==> src/rtl/intack_pkg.sv <==
// intack_pkg: shared types and constants for the interrupt-acknowledge sequencer.
package intack_pkg;

    typedef enum logic [2:0] {IDLE, ARB, ACK, REL, HOLD} state_t;

    localparam logic [7:0] AUTOVEC_BASE = 8'd24;
    localparam logic [2:0] LVL_NMI      = 3'd7;

    function automatic logic [7:0] autovec(input logic [2:0] lvl);
        return AUTOVEC_BASE + {5'd0, lvl};
    endfunction

endpackage

==> src/rtl/int_ack_master_if.sv <==
// int_ack_master_if: controller-side and core-side signals of the acknowledge sequencer.
interface int_ack_master_if;

    logic [2:0] ipl_i;
    logic [2:0] cpu_mask_i;
    logic       cpu_boundary_i;
    logic       int_ack_o;
    logic [7:0] wb_dat_i;
    logic       wb_ack_n_i;
    logic       irq_valid_o;
    logic [2:0] irq_level_o;
    logic [7:0] irq_vector_o;
    logic       irq_spurious_o;
    logic       irq_take_i;

    modport master (
        input  ipl_i, cpu_mask_i, cpu_boundary_i, wb_dat_i, wb_ack_n_i, irq_take_i,
        output int_ack_o, irq_valid_o, irq_level_o, irq_vector_o, irq_spurious_o
    );

    modport slave (
        output ipl_i, cpu_mask_i, cpu_boundary_i, wb_dat_i, wb_ack_n_i, irq_take_i,
        input  int_ack_o, irq_valid_o, irq_level_o, irq_vector_o, irq_spurious_o
    );

endinterface

==> src/rtl/ipl_qualifier.sv <==
// ipl_qualifier: mask compare with an edge-armed, non-maskable level 7.
module ipl_qualifier
    import intack_pkg::*;
(
    input  logic       wb_clk_i,
    input  logic       wb_reset_n_i,
    input  logic [2:0] ipl_i,
    input  logic [2:0] cpu_mask_i,
    input  logic       nmi_clr_i,
    output logic       qualify_o
);

    logic nmi_armed;

    // Any cycle away from level 7 re-arms; taking a level-7 request disarms until then.
    always_ff @(posedge wb_clk_i or negedge wb_reset_n_i) begin
        if (!wb_reset_n_i)
            nmi_armed <= 1'b1;
        else if (ipl_i != LVL_NMI)
            nmi_armed <= 1'b1;
        else if (nmi_clr_i)
            nmi_armed <= 1'b0;
    end

    assign qualify_o = (ipl_i == LVL_NMI) ? nmi_armed : (ipl_i > cpu_mask_i);

endmodule

==> src/rtl/int_ack_master.sv <==
// int_ack_master: qualifies IPL, runs the acknowledge cycle and presents level/vector to the core.
// Define INTACK_AUTOVEC_EN to supply autovectors (24+level) on timeout instead of SPURIOUS_VEC.
module int_ack_master
    import intack_pkg::*;
#(
    parameter int         ACK_TIMEOUT  = 16,
    parameter logic [7:0] SPURIOUS_VEC = 8'd24
)
(
    input  logic              wb_clk_i,
    input  logic              wb_reset_n_i,
    int_ack_master_if.master  bus
);

    localparam int            CW       = $clog2(ACK_TIMEOUT);
    localparam logic [CW-1:0] CNT_LAST = CW'(ACK_TIMEOUT - 1);

    state_t        state, state_d;
    logic [2:0]    lvl_r;
    logic [7:0]    vec_r;
    logic          spur_r;
    logic          int_ack_r;
    logic [CW-1:0] cnt_r;
    logic          qualify, latch_lvl, enter_ack, ack_hit, tmo_hit;
    logic [7:0]    tmo_vec;
    logic          tmo_spur;

    ipl_qualifier u_qual (
        .wb_clk_i     (wb_clk_i),
        .wb_reset_n_i (wb_reset_n_i),
        .ipl_i        (bus.ipl_i),
        .cpu_mask_i   (bus.cpu_mask_i),
        .nmi_clr_i    (enter_ack && lvl_r == LVL_NMI),
        .qualify_o    (qualify)
    );

`ifdef INTACK_AUTOVEC_EN
    assign tmo_vec  = autovec(lvl_r);
    assign tmo_spur = 1'b0;
`else
    assign tmo_vec  = SPURIOUS_VEC;
    assign tmo_spur = 1'b1;
`endif

    always_ff @(posedge wb_clk_i or negedge wb_reset_n_i) begin
        if (!wb_reset_n_i)
            state <= IDLE;
        else
            state <= state_d;
    end

    always_comb begin
        state_d = state;
        case (state)
            IDLE:    state_d = latch_lvl ? ARB : IDLE;
            ARB:     state_d = enter_ack ? ACK : IDLE;
            ACK:     state_d = (ack_hit || tmo_hit) ? REL : ACK;
            REL:     state_d = HOLD;
            HOLD:    state_d = bus.irq_take_i ? IDLE : HOLD;
            default: state_d = IDLE;
        endcase
    end

    always_comb begin
        latch_lvl          = state == IDLE && qualify && bus.cpu_boundary_i;
        enter_ack          = state == ARB && bus.ipl_i == lvl_r && qualify;
        ack_hit            = state == ACK && !bus.wb_ack_n_i;
        tmo_hit            = state == ACK && cnt_r == CNT_LAST;
        bus.int_ack_o      = int_ack_r;
        bus.irq_valid_o    = state == HOLD;
        bus.irq_level_o    = lvl_r;
        bus.irq_vector_o   = vec_r;
        bus.irq_spurious_o = spur_r;
    end

    // Ack is tested before timeout so a late ack on the final cycle still wins.
    always_ff @(posedge wb_clk_i or negedge wb_reset_n_i) begin
        if (!wb_reset_n_i) begin
            int_ack_r <= 1'b0;
            lvl_r     <= '0;
            vec_r     <= '0;
            spur_r    <= 1'b0;
            cnt_r     <= '0;
        end else begin
            int_ack_r <= state_d == ACK;
            if (latch_lvl)
                lvl_r <= bus.ipl_i;
            cnt_r <= enter_ack ? '0 : (state == ACK && cnt_r != CNT_LAST) ? cnt_r + CW'(1) : cnt_r;
            if (ack_hit) begin
                vec_r  <= bus.wb_dat_i;
                spur_r <= 1'b0;
            end else if (tmo_hit) begin
                vec_r  <= tmo_vec;
                spur_r <= tmo_spur;
            end
        end
    end

endmodule

==> src/flat_wrapper.sv <==
// flat-port wrapper written by rule: the top's interface ports become plain ports
module int_ack_master_flat import intack_pkg::*;
#(
    parameter int         ACK_TIMEOUT  = 16,
    parameter logic [7:0] SPURIOUS_VEC = 8'd24
)
  (wb_clk_i, wb_reset_n_i, bus_ipl_i, bus_cpu_mask_i, bus_cpu_boundary_i, bus_wb_dat_i, bus_wb_ack_n_i, bus_irq_take_i, bus_int_ack_o, bus_irq_valid_o, bus_irq_level_o, bus_irq_vector_o, bus_irq_spurious_o);
  int_ack_master_if bus_i ();
  input  logic wb_clk_i;
  input  logic wb_reset_n_i;
  input wire logic [$bits(bus_i.ipl_i)-1:0] bus_ipl_i;
  input wire logic [$bits(bus_i.cpu_mask_i)-1:0] bus_cpu_mask_i;
  input wire logic [$bits(bus_i.cpu_boundary_i)-1:0] bus_cpu_boundary_i;
  input wire logic [$bits(bus_i.wb_dat_i)-1:0] bus_wb_dat_i;
  input wire logic [$bits(bus_i.wb_ack_n_i)-1:0] bus_wb_ack_n_i;
  input wire logic [$bits(bus_i.irq_take_i)-1:0] bus_irq_take_i;
  output wire logic [$bits(bus_i.int_ack_o)-1:0] bus_int_ack_o;
  output wire logic [$bits(bus_i.irq_valid_o)-1:0] bus_irq_valid_o;
  output wire logic [$bits(bus_i.irq_level_o)-1:0] bus_irq_level_o;
  output wire logic [$bits(bus_i.irq_vector_o)-1:0] bus_irq_vector_o;
  output wire logic [$bits(bus_i.irq_spurious_o)-1:0] bus_irq_spurious_o;
  assign bus_i.ipl_i = bus_ipl_i;
  assign bus_i.cpu_mask_i = bus_cpu_mask_i;
  assign bus_i.cpu_boundary_i = bus_cpu_boundary_i;
  assign bus_i.wb_dat_i = bus_wb_dat_i;
  assign bus_i.wb_ack_n_i = bus_wb_ack_n_i;
  assign bus_i.irq_take_i = bus_irq_take_i;
  assign bus_int_ack_o = bus_i.int_ack_o;
  assign bus_irq_valid_o = bus_i.irq_valid_o;
  assign bus_irq_level_o = bus_i.irq_level_o;
  assign bus_irq_vector_o = bus_i.irq_vector_o;
  assign bus_irq_spurious_o = bus_i.irq_spurious_o;
  int_ack_master #(.ACK_TIMEOUT(ACK_TIMEOUT), .SPURIOUS_VEC(SPURIOUS_VEC)) u_core (.wb_clk_i(wb_clk_i), .wb_reset_n_i(wb_reset_n_i), .bus(bus_i));
endmodule
==> config.mk <==
export PLATFORM = sky130hd
export DESIGN_NAME = int_ack_master_flat
export DESIGN_NICKNAME = d
export VERILOG_FILES = /design/src/rtl/intack_pkg.sv /design/src/rtl/int_ack_master_if.sv /design/src/rtl/ipl_qualifier.sv /design/src/rtl/int_ack_master.sv /design/src/flat_wrapper.sv
export SDC_FILE = /design/constraint.sdc
export NUM_CORES = 1
export LEC_CHECK = 0
export CORE_MARGIN = 3
export CORE_UTILIZATION = 35
export DETAILED_ROUTE_END_ITERATION = 12
export PLACE_DENSITY = 0.61
export SETUP_SLACK_MARGIN = 0.15
export SYNTH_ARGS = -nofsm -noshare
export SYNTH_HDL_FRONTEND = slang
export SYNTH_SLANG_ARGS = --single-unit
==> constraint.sdc <==
create_clock -name wb_clk_i -period 2.2 [get_ports wb_clk_i]
set_input_delay 0.44 -clock wb_clk_i [delete_from_list [all_inputs] [get_ports wb_clk_i]]
set_output_delay 0.44 -clock wb_clk_i [all_outputs]
set_load 0.01 [all_outputs]
* Word level (Yosys, flattened, before mapping)
Index checks and enable logic that the tools add are counted.
** Word-level totals
- Register bits :: 21
- Bits of input ports :: 19
- Output and inout bits :: 14
- Word-level logic and storage cells :: 48
** Cells by class
- Add/subtract/negate cells :: 1
- $lt $le $gt $ge :: 1
- Equal/unequal tests :: 11
- Multiplexer cells :: 14
- Reduce and logical (&&, ||, !) cells :: 14
** Operators with widths (number)
- two-way mux 8 bit :: 2
- case mux 3 bit (5 select lines) :: 1
- == test 3 x 2 -> 1 bit, second input constant :: 3
- == test 3 bit, second input constant :: 3
- logical AND 1 bit :: 8
- two-way mux 4 bit :: 2
- two-way mux 1 bit :: 7
- nonzero test 2 bit :: 3
- adder 4 x 1 -> 4 bit, second input constant :: 1
- == test 4 bit, second input constant :: 1
- inequality test 4 bit, second input constant :: 1
- == test 3 x 1 -> 1 bit, second input constant :: 1
- == test 3 bit :: 1
- > comparator 3 bit :: 1
- logical NOT 3 bit :: 1
- two-way mux 3 bit :: 1
- inequality test 3 bit, second input constant :: 1
- two-way mux 2 bit :: 1
- logical NOT 1 bit :: 1
- logical OR 1 bit :: 1

* Longest topological paths before layout
Gate-level depths: netlist of the first run.
- Depth after elaboration :: 7
- Mapped depth :: 7
- Gate-level depth less buffers :: 7

* Modules after synthesis
A second synthesis of the first run with hierarchy kept.
** Unflattened totals
- Cell total of the unflattened synthesis :: 86
- Area total of the unflattened synthesis :: 1003.5 µm²
** Modules (own cells, without submodules)
- int_ack_master :: instances 1, cells an instance 71, area each 873.3 µm², sequential area each 500.5 µm²
- ipl_qualifier :: instances 1, cells an instance 15, area each 130.1 µm², sequential area each 26.3 µm²

* Worst setup path before layout of the first run
OpenSTA, ideal clock, no wires.
- Path kind :: input -> register
- Start :: input bus_cpu_mask_i[2]
- End :: register u_core.lvl_r[0] (netlist: u_core.bus.irq_level_o[0])
- Arrival :: 1.746 ns
- Path slack :: 0.326 ns
- Stages on the path :: 7
- Path buffers :: 0
- Path through :: inv_1 > ha_1 > a21oi_1 > nand2_1 > a22oi_2 > and4bb_2 > mux2_1
** Between the ends
- Word-level cells in the longest chain between the ends :: 4
** Ends and longest elaborated chain
- start, declared :: RTL line flat_wrapper.sv:12 : input wire logic [$bits(bus_i.cpu_mask_i)-1:0] bus_cpu_mask_i;
- > comparator 3 bit :: RTL line ipl_qualifier.sv:25 : assign qualify_o = (ipl_i == LVL_NMI) ? nmi_armed : (ipl_i > cpu_mask_i);
- two-way mux 1 bit :: RTL line ipl_qualifier.sv:25
- logical AND 1 bit (2 in series) :: RTL line int_ack_master.sv:65 : latch_lvl = state == IDLE && qualify && bus.cpu_boundary_i;
- end signal, assigned :: RTL line int_ack_master.sv:87 : lvl_r <= bus.ipl_i;
- end, declared :: RTL line int_ack_master.sv:19 : logic [2:0] lvl_r;
Every way passes these cells.
A chain may end at the register's enable or synchronous reset.

* Final worst setup path of the first run
- Start :: input bus_cpu_mask_i[2]
- End :: register u_core.lvl_r[2] (netlist: u_core.bus.irq_level_o[2])
Same word-level chain as after synthesis.

==> metrics, run 1 <==
status=complete, no violations; share of final-layout standard cells stronger than drive strength 1=21.71%; cell accounting for the most synthesized area=dfrtp_1; Netlist cell types=30; Area growth, synth to finish=48.96%; number of buffers inserted for hold repair after clock tree synthesis=0; Crit path largest cell delay=0.46 ns; largest cells by area after synthesis=dfrtp_1, a22o_1, ha_1; gate count after technology mapping=87; most frequent cell after synthesis=dfrtp_1; drt via density=5.150; total I/O pin count=33; Tot GR Track Use=14.40%; register-to-register path setup slack=0.46 ns; largest net degree at the start of global routing=22; root cell of the clock tree=clkbuf_4; destination of the worst register-to-register timing path=u_core.bus.irq_vector_o[6]; Worst EP arrival=2.21 ns; number of nets in the synthesized netlist=110; clock sink count=21; first-pass iteration count of the detailed router=2; final weighted congestion in routability-driven placement=0.7237; number of pins exceeding their max-slew limit in the final report=0; total inserted antenna cells=0; Maximum Capacitance Violations=0; drt total wl=approximately 2200 um; worst flop-to-flop path startpoint=u_core.state[1]; Rel. slew slack=69.88%; H-tree depth=1; proportion of register bits with asynchronous set or reset after synthesis=100.0%; clock tree from TritonCTS=built; path class of the lowest-slack min-delay path=input port to async pin; drt first-iter violations=11; leakage power=0.6547 nW; f_max=500.4 MHz; total grt overflow=0; mean post-synth cell area=11.81 sq um; final worst path period need=1.998 ns; area of the core region=0.002781 sq mm; share of the synthesized area in compound gates (AO/OA/AOI/OAI)=15.35%; crit path capture type=flip-flop; die height=60.18 um; multiplexer area fraction after synthesis=4.263%; final worst clock skew=roughly 0.0070 ns; worst-margin pin slew=0.4502 ns; number of nets with antenna violations after detailed routing=0; Commonest cells post-synth=dfrtp_1, nor2_1, nand2_1; sequential area share after synthesis=51.28%; IO Port Bufs=32; floorplan row count=19; worst-case setup slack after placement=-0.2670 ns; # nets final=153; min setup slack post-route=0.2016 ns; DIE AREA=0.003621 sq mm; initial antenna violation count=0; starting utilization of the core area=between 30% and 40%; DR WL/cell=roughly 14 um; CTS clock-pin slew for the worst setup and hold paths=approximately 0.12 ns; count of yosys warnings during synthesis=0; half-perimeter wire length of the detailed placement result=1699 um; maximum fanout along the worst path=5; EDFF count, synth=0; final routed DRC violation total=0; Worst Reg-to-Reg Cells=4; Final Instance Area=between 0.0015 and 0.002 sq mm; data required time at the worst endpoint=2.41 ns; IR Drop Worst-Case VDD=about 0.55 mV; CP max-delay cell=clkdlybuf4s50_1; flip-flop and latch count after synthesis=21; vias in the first global route=slightly below 900; worst setup path class=input port to flip-flop; TritonCTS buffer count=3; Adder-Cell Fraction of Synth Area=4.872%; unrepaired setup endpoints after global routing=yes; portion of synthesized cell area occupied by the leading cell type=48.72%; total number of vias=824; global-route wire length before repair=3801 um; power per standard cell area=1072 mW/mm^2; main combinational cell family by area after synthesis=simple AND/OR/NAND/NOR gates; final setup violation count=0; source-to-sink clock delay at the later pin of the worst-skew pair=around 0.32 ns; CTS Buffer Depth=2; area of placed instances=0.001424 sq mm; Synth Area in Simple Gates=16.93%; most instantiated flip-flop cell in the synthesis netlist=dfrtp_1; post-synthesis xor/xnor area fraction=approximately 5.1%; crit-path cells=clkdlybuf4s50_1, inv_1, ha_4, nand3b_1, nand2_1, a22oi_2, and4bb_4, mux2_4; Final Hold Vio Count=0; kind of start point of the critical path=input port; horizontal die dimension=60.18 um; post-route clock period utilization=90.84%; synthesized cell area=0.001027 sq mm
## critical path: cells and delay by family
kind                     cells  cell delay (ns)
AND/OR/NAND/NOR              3             0.57
buffers and inverters        2             0.52
multiplexers                 1             0.31
adder cells (fa/ha/maj)      1             0.29
AO/OA/AOI/OAI                1             0.07
## flip-flops by register name, summed over array words and instances, names as in the netlist
signal	count
u_core.u_qual.nmi_armed	1
u_core.bus.int_ack_o	1
u_core.bus.irq_vector_o	8
u_core.bus.irq_level_o	3
u_core.state	3
u_core.bus.irq_spurious_o	1
u_core.cnt_r	4
## where the power goes
part	leakage [nW]	internal, mW	switching, mW
sequential	0.256	0.547	0.133
combinational	0.381	0.467	0.302
clock	0.0177	0.0681	0.123
total	0.655	1.08	0.558
## cell families after synthesis
kind of cell / count (synthesis)
xor+xnor: 6
flops: 21
fa+ha+maj: 4
buf+inv: 6
compound gates: 15
simple gates: 31
mux: 4
## final cells by class
cell class                 count  area (sq um)
clock buffer                   3         22.52
clock inverter                 1         5.005
fill                         255          1251
inverter                       4         15.01
multi-input combinational     60         536.8
sequential                    21         526.8
tap                           31         38.79
timing repair buffer          40         385.4
## placed cells by master, fill, tap and decap left out, types with 3 or more instances in the layout
master and count:
a22o_1 6, buf_4 8, clkbuf_4 3, clkdlybuf4s50_1 30, dfrtp_1 20, ha_4 3
inv_1 4, mux2_4 3, nand2_1 7, nor2_1 8, xnor2_1 3, xor2_1 3
## worst max-delay path by stage
stage / start / endpoint / slack (ns) / depth (start not counted)
2_1_floorplan: bus_cpu_mask_i[2] / u_core.bus.irq_level_o[0] / 0.33 / 7
3_3_place_gp: bus_cpu_mask_i[2] / u_core.bus.irq_level_o[0] / -0.23 / 8
3_5_place_dp: bus_cpu_mask_i[2] / u_core.bus.irq_level_o[1] / -0.27 / 8
4_1_cts: bus_cpu_mask_i[1] / u_core.bus.int_ack_o / 0.16 / 7
5_1_grt: bus_cpu_mask_i[2] / u_core.bus.irq_level_o[2] / 0.13 / 8
6_report: bus_cpu_mask_i[2] / u_core.bus.irq_level_o[2] / 0.20 / 8
## routing by layer
metal	track usage, %	up-vias	wire (um)	share of wire (%)
met3	4.320	5	132	5.9
met5	0	-	0	0
li1	-	397	-	-
met1	18.46	397	1052	47
met2	21.60	25	1005	45
met4	7.595	0	56	2.5
## metrics by stage
stage / cells / total power, mW / hold WS [ns] / util, % / TNS (ns)
CTS: 158 / 1.598 / 0.4473 / 52.77 / 0
detailed placement: 154 / 1.390 / 0.4907 / 51.19 / -1.140
global placement: 154 / 1.375 / 0.4797 / 51.19 / -0.9790
finish: 160 / 1.640 / 0.4444 / 55.02 / 0
global route: 160 / 1.766 / 0.4555 / 55.02 / 0
floorplan: 87 / 1.041 / 0.1444 / - / 0
## timing repair
item                                    4_1_cts  5_1_grt
resized for setup                             2        9
endpoints found under the setup margin        4        5
pin swaps                                     1        6
buffers inserted                              0        2
No activity file was read; power rests on OpenSTA's default activity.
==> run 2, diff against run 1 <==
- RECOVER_POWER: default -> 25
==> metrics, run 2 (synthesis results as in run 1) <==
status=complete, no violations (unchanged); Crit path largest cell delay=0.46 ns (about the same); worst setup path class=input port to flip-flop (unchanged); final worst path period need=1.998 ns (unchanged); register share of total power=41.5% (about the same); total grt overflow=0 (unchanged); number of nets with antenna violations after detailed routing=0 (unchanged); flip-flop count of the largest register, all copies and words added=8 (unchanged); worst-margin pin slew=1.084 ns (was 0.4502 ns); IR Drop Worst-Case VDD=0.5454 mV (was 0.5461 mV); Area growth, synth to finish=48.60% (was 48.96%); setup tns final=0 ns (unchanged); Final Hold Vio Count=0 (unchanged); Rel. slew slack=27.74% (was 69.88%); f_max=500.4 MHz (unchanged); area of the core region=0.002781 sq mm (unchanged); CP max-delay cell=clkdlybuf4s50_1 (unchanged); share of final-layout standard cells stronger than drive strength 1=20.93% (was 21.71%); Tot GR Track Use=14.40% (unchanged); leakage power=0.6513 nW (was 0.6547 nW); final weighted congestion in routability-driven placement=0.7237 (unchanged); data required time at the worst endpoint=2.41 ns (about the same); maximum fanout along the worst path=5 (unchanged); leading cell type in the layout, fill and taps excluded=clkdlybuf4s50_1 (unchanged); commonest cells after routing, fill and taps aside=clkdlybuf4s50_1, dfrtp_1, nor2_1 (was clkdlybuf4s50_1, dfrtp_1, nor2_1, buf_4, nand2_1); source-to-sink clock delay at the later pin of the worst-skew pair=0.32 ns (about the same); DIE AREA=0.003621 sq mm (unchanged); internal power contribution=1.081 mW (was 1.082 mW); floorplan row count=19 (unchanged); final routed DRC violation total=0 (unchanged); post-route clock period utilization=90.84% (unchanged); Core Util, Final=54.88% (was 55.02%); clock sink count=21 (unchanged); global-route wire length before repair=3801 um (unchanged); total inserted antenna cells=0 (unchanged); starting utilization of the core area=36.93% (unchanged); die height=60.18 um (unchanged); combinational power share=46.9% (about the same); path class of the lowest-slack min-delay path=flip-flop to flip-flop (was input port to async pin); sw frac=34.03% (was 34.02%); Maximum Capacitance Violations=0 (unchanged); drt first-iter violations=11 (unchanged); total I/O pin count=33 (unchanged); H-tree depth=1 (unchanged); number of pins exceeding their max-slew limit in the final report=0 (unchanged); total number of vias=825 (was 824); crit path capture type=flip-flop (unchanged); share of power burned in the clock network=11.7% (about the same); final worst clock skew=0.007035 ns (was 0.006997 ns); DR WL/cell=14.04 um (about the same); crit-path cells=clkdlybuf4s50_1, inv_1, ha_4, nand3b_1, nand2_1, a22oi_2, and4bb_4, mux2_4 (unchanged); IO Port Bufs=32 (unchanged); CTS Buffer Depth=2 (unchanged); horizontal die dimension=60.18 um (unchanged); layout filler cell count=256 (was 255); CTS clock-pin slew for the worst setup and hold paths=0.12 ns (about the same); power spent charging and discharging nets=0.5577 mW (was 0.5580 mW); unrepaired setup endpoints after global routing=yes (unchanged); half-perimeter wire length of the detailed placement result=1699 um (unchanged); first-pass iteration count of the detailed router=2 (unchanged); TritonCTS buffer count=3 (unchanged); drt via density=5.156 (was 5.150); drt total wl=2246 um (was 2247 um); final setup violation count=0 (unchanged); power per standard cell area=1074 mW/mm^2 (was 1072 mW/mm^2); vias in the first global route=867 (unchanged); kind of start point of the critical path=input port (unchanged); Worst EP arrival=2.21 ns (about the same); largest net degree at the start of global routing=22 (unchanged); # nets final=153 (unchanged); clock tree from TritonCTS=built (unchanged); root cell of the clock tree=clkbuf_4 (unchanged); initial antenna violation count=0 (unchanged)
[run 2: path summary, 6_finish.rpt]
kind                                       startpoint                         end  slack (ns)  cells after the start
max                                 bus_cpu_mask_i[2]   u_core.bus.irq_level_o[2]        0.20                      8
min                        u_core.bus.irq_vector_o[4]  u_core.bus.irq_vector_o[4]        0.51                      1
max reg2reg                           u_core.state[1]  u_core.bus.irq_vector_o[6]        0.47                      4
min reg2reg                u_core.bus.irq_vector_o[4]  u_core.bus.irq_vector_o[4]        0.51                      1
max in group asynchronous                wb_reset_n_i  u_core.bus.irq_vector_o[2]        0.73                      2
min in group asynchronous                wb_reset_n_i        u_core.bus.int_ack_o        0.82                      2
[run 2: critical path: cells and delay by family]
| kind | cells | cell delay, ns |
|---|---|---|
| simple gates | 3 | 0.57 |
| buf+inv | 2 | 0.52 |
| compound gates | 1 | 0.07 |
| fa+ha+maj | 1 | 0.29 |
| mux | 1 | 0.31 |
[run 2: what timing repair did]
item	4_1_cts	5_1_grt
cloned	0	0
hold buffers	0	0
pin swaps	1	6
buffers inserted	0	2
endpoints found under the setup margin	4	5
resized for setup	2	9
[run 2: metrics by stage]
step                      cells  area, sq um  setup slack, ns  hold WS (ns)  power, mW
final                       160         1526           0.2016        0.5140      1.639
after global routing        160         1526           0.1327        0.5354      1.765
after CTS                   158         1468           0.1600        0.4473      1.598
after detailed placement    154         1424          -0.2670        0.4907      1.390
after global placement      154         1424          -0.2319        0.4797      1.375
after floorplan              87         1027           0.3260        0.1444      1.041
[run 2: routing by layer]
layer | GRT usage, % | wire length, um | vias to the layer above
met5 | 0 | 0 | -
met2 | 21.60 | 1006 | 25
met3 | 4.320 | 132 | 5
met1 | 18.46 | 1050 | 398
li1 | - | - | 397
met4 | 7.595 | 56 | 0
[run 2: layout make-up]
cell class,count,area (sq um),share of cell area [%]
inverter,4,15.01,0.9836
timing repair buffer,40,381.6,25.00
clock inverter,1,5.005,0.3279
multi-input combinational,60,536.8,35.16
tap,31,38.79,2.541
sequential,21,526.8,34.51
clock buffer,3,22.52,1.475
[run 2: power by group through the flow]
stage / combinational [mW] / clock (mW) / sequential [mW]
final: 0.768 / 0.191 / 0.680
after detailed placement: 0.707 / 0 / 0.683
after global routing: 0.844 / 0.216 / 0.706
after CTS: 0.715 / 0.203 / 0.681
after global placement: 0.693 / 0 / 0.682
after floorplan: 0.330 / 0 / 0.711
==> run 3, diff against run 2 <==
- CTS_CLUSTER_DIAMETER: default -> 120
==> results of run 3 <==
Same layout as run 2: the final DEF is identical, and so are final timing and power.
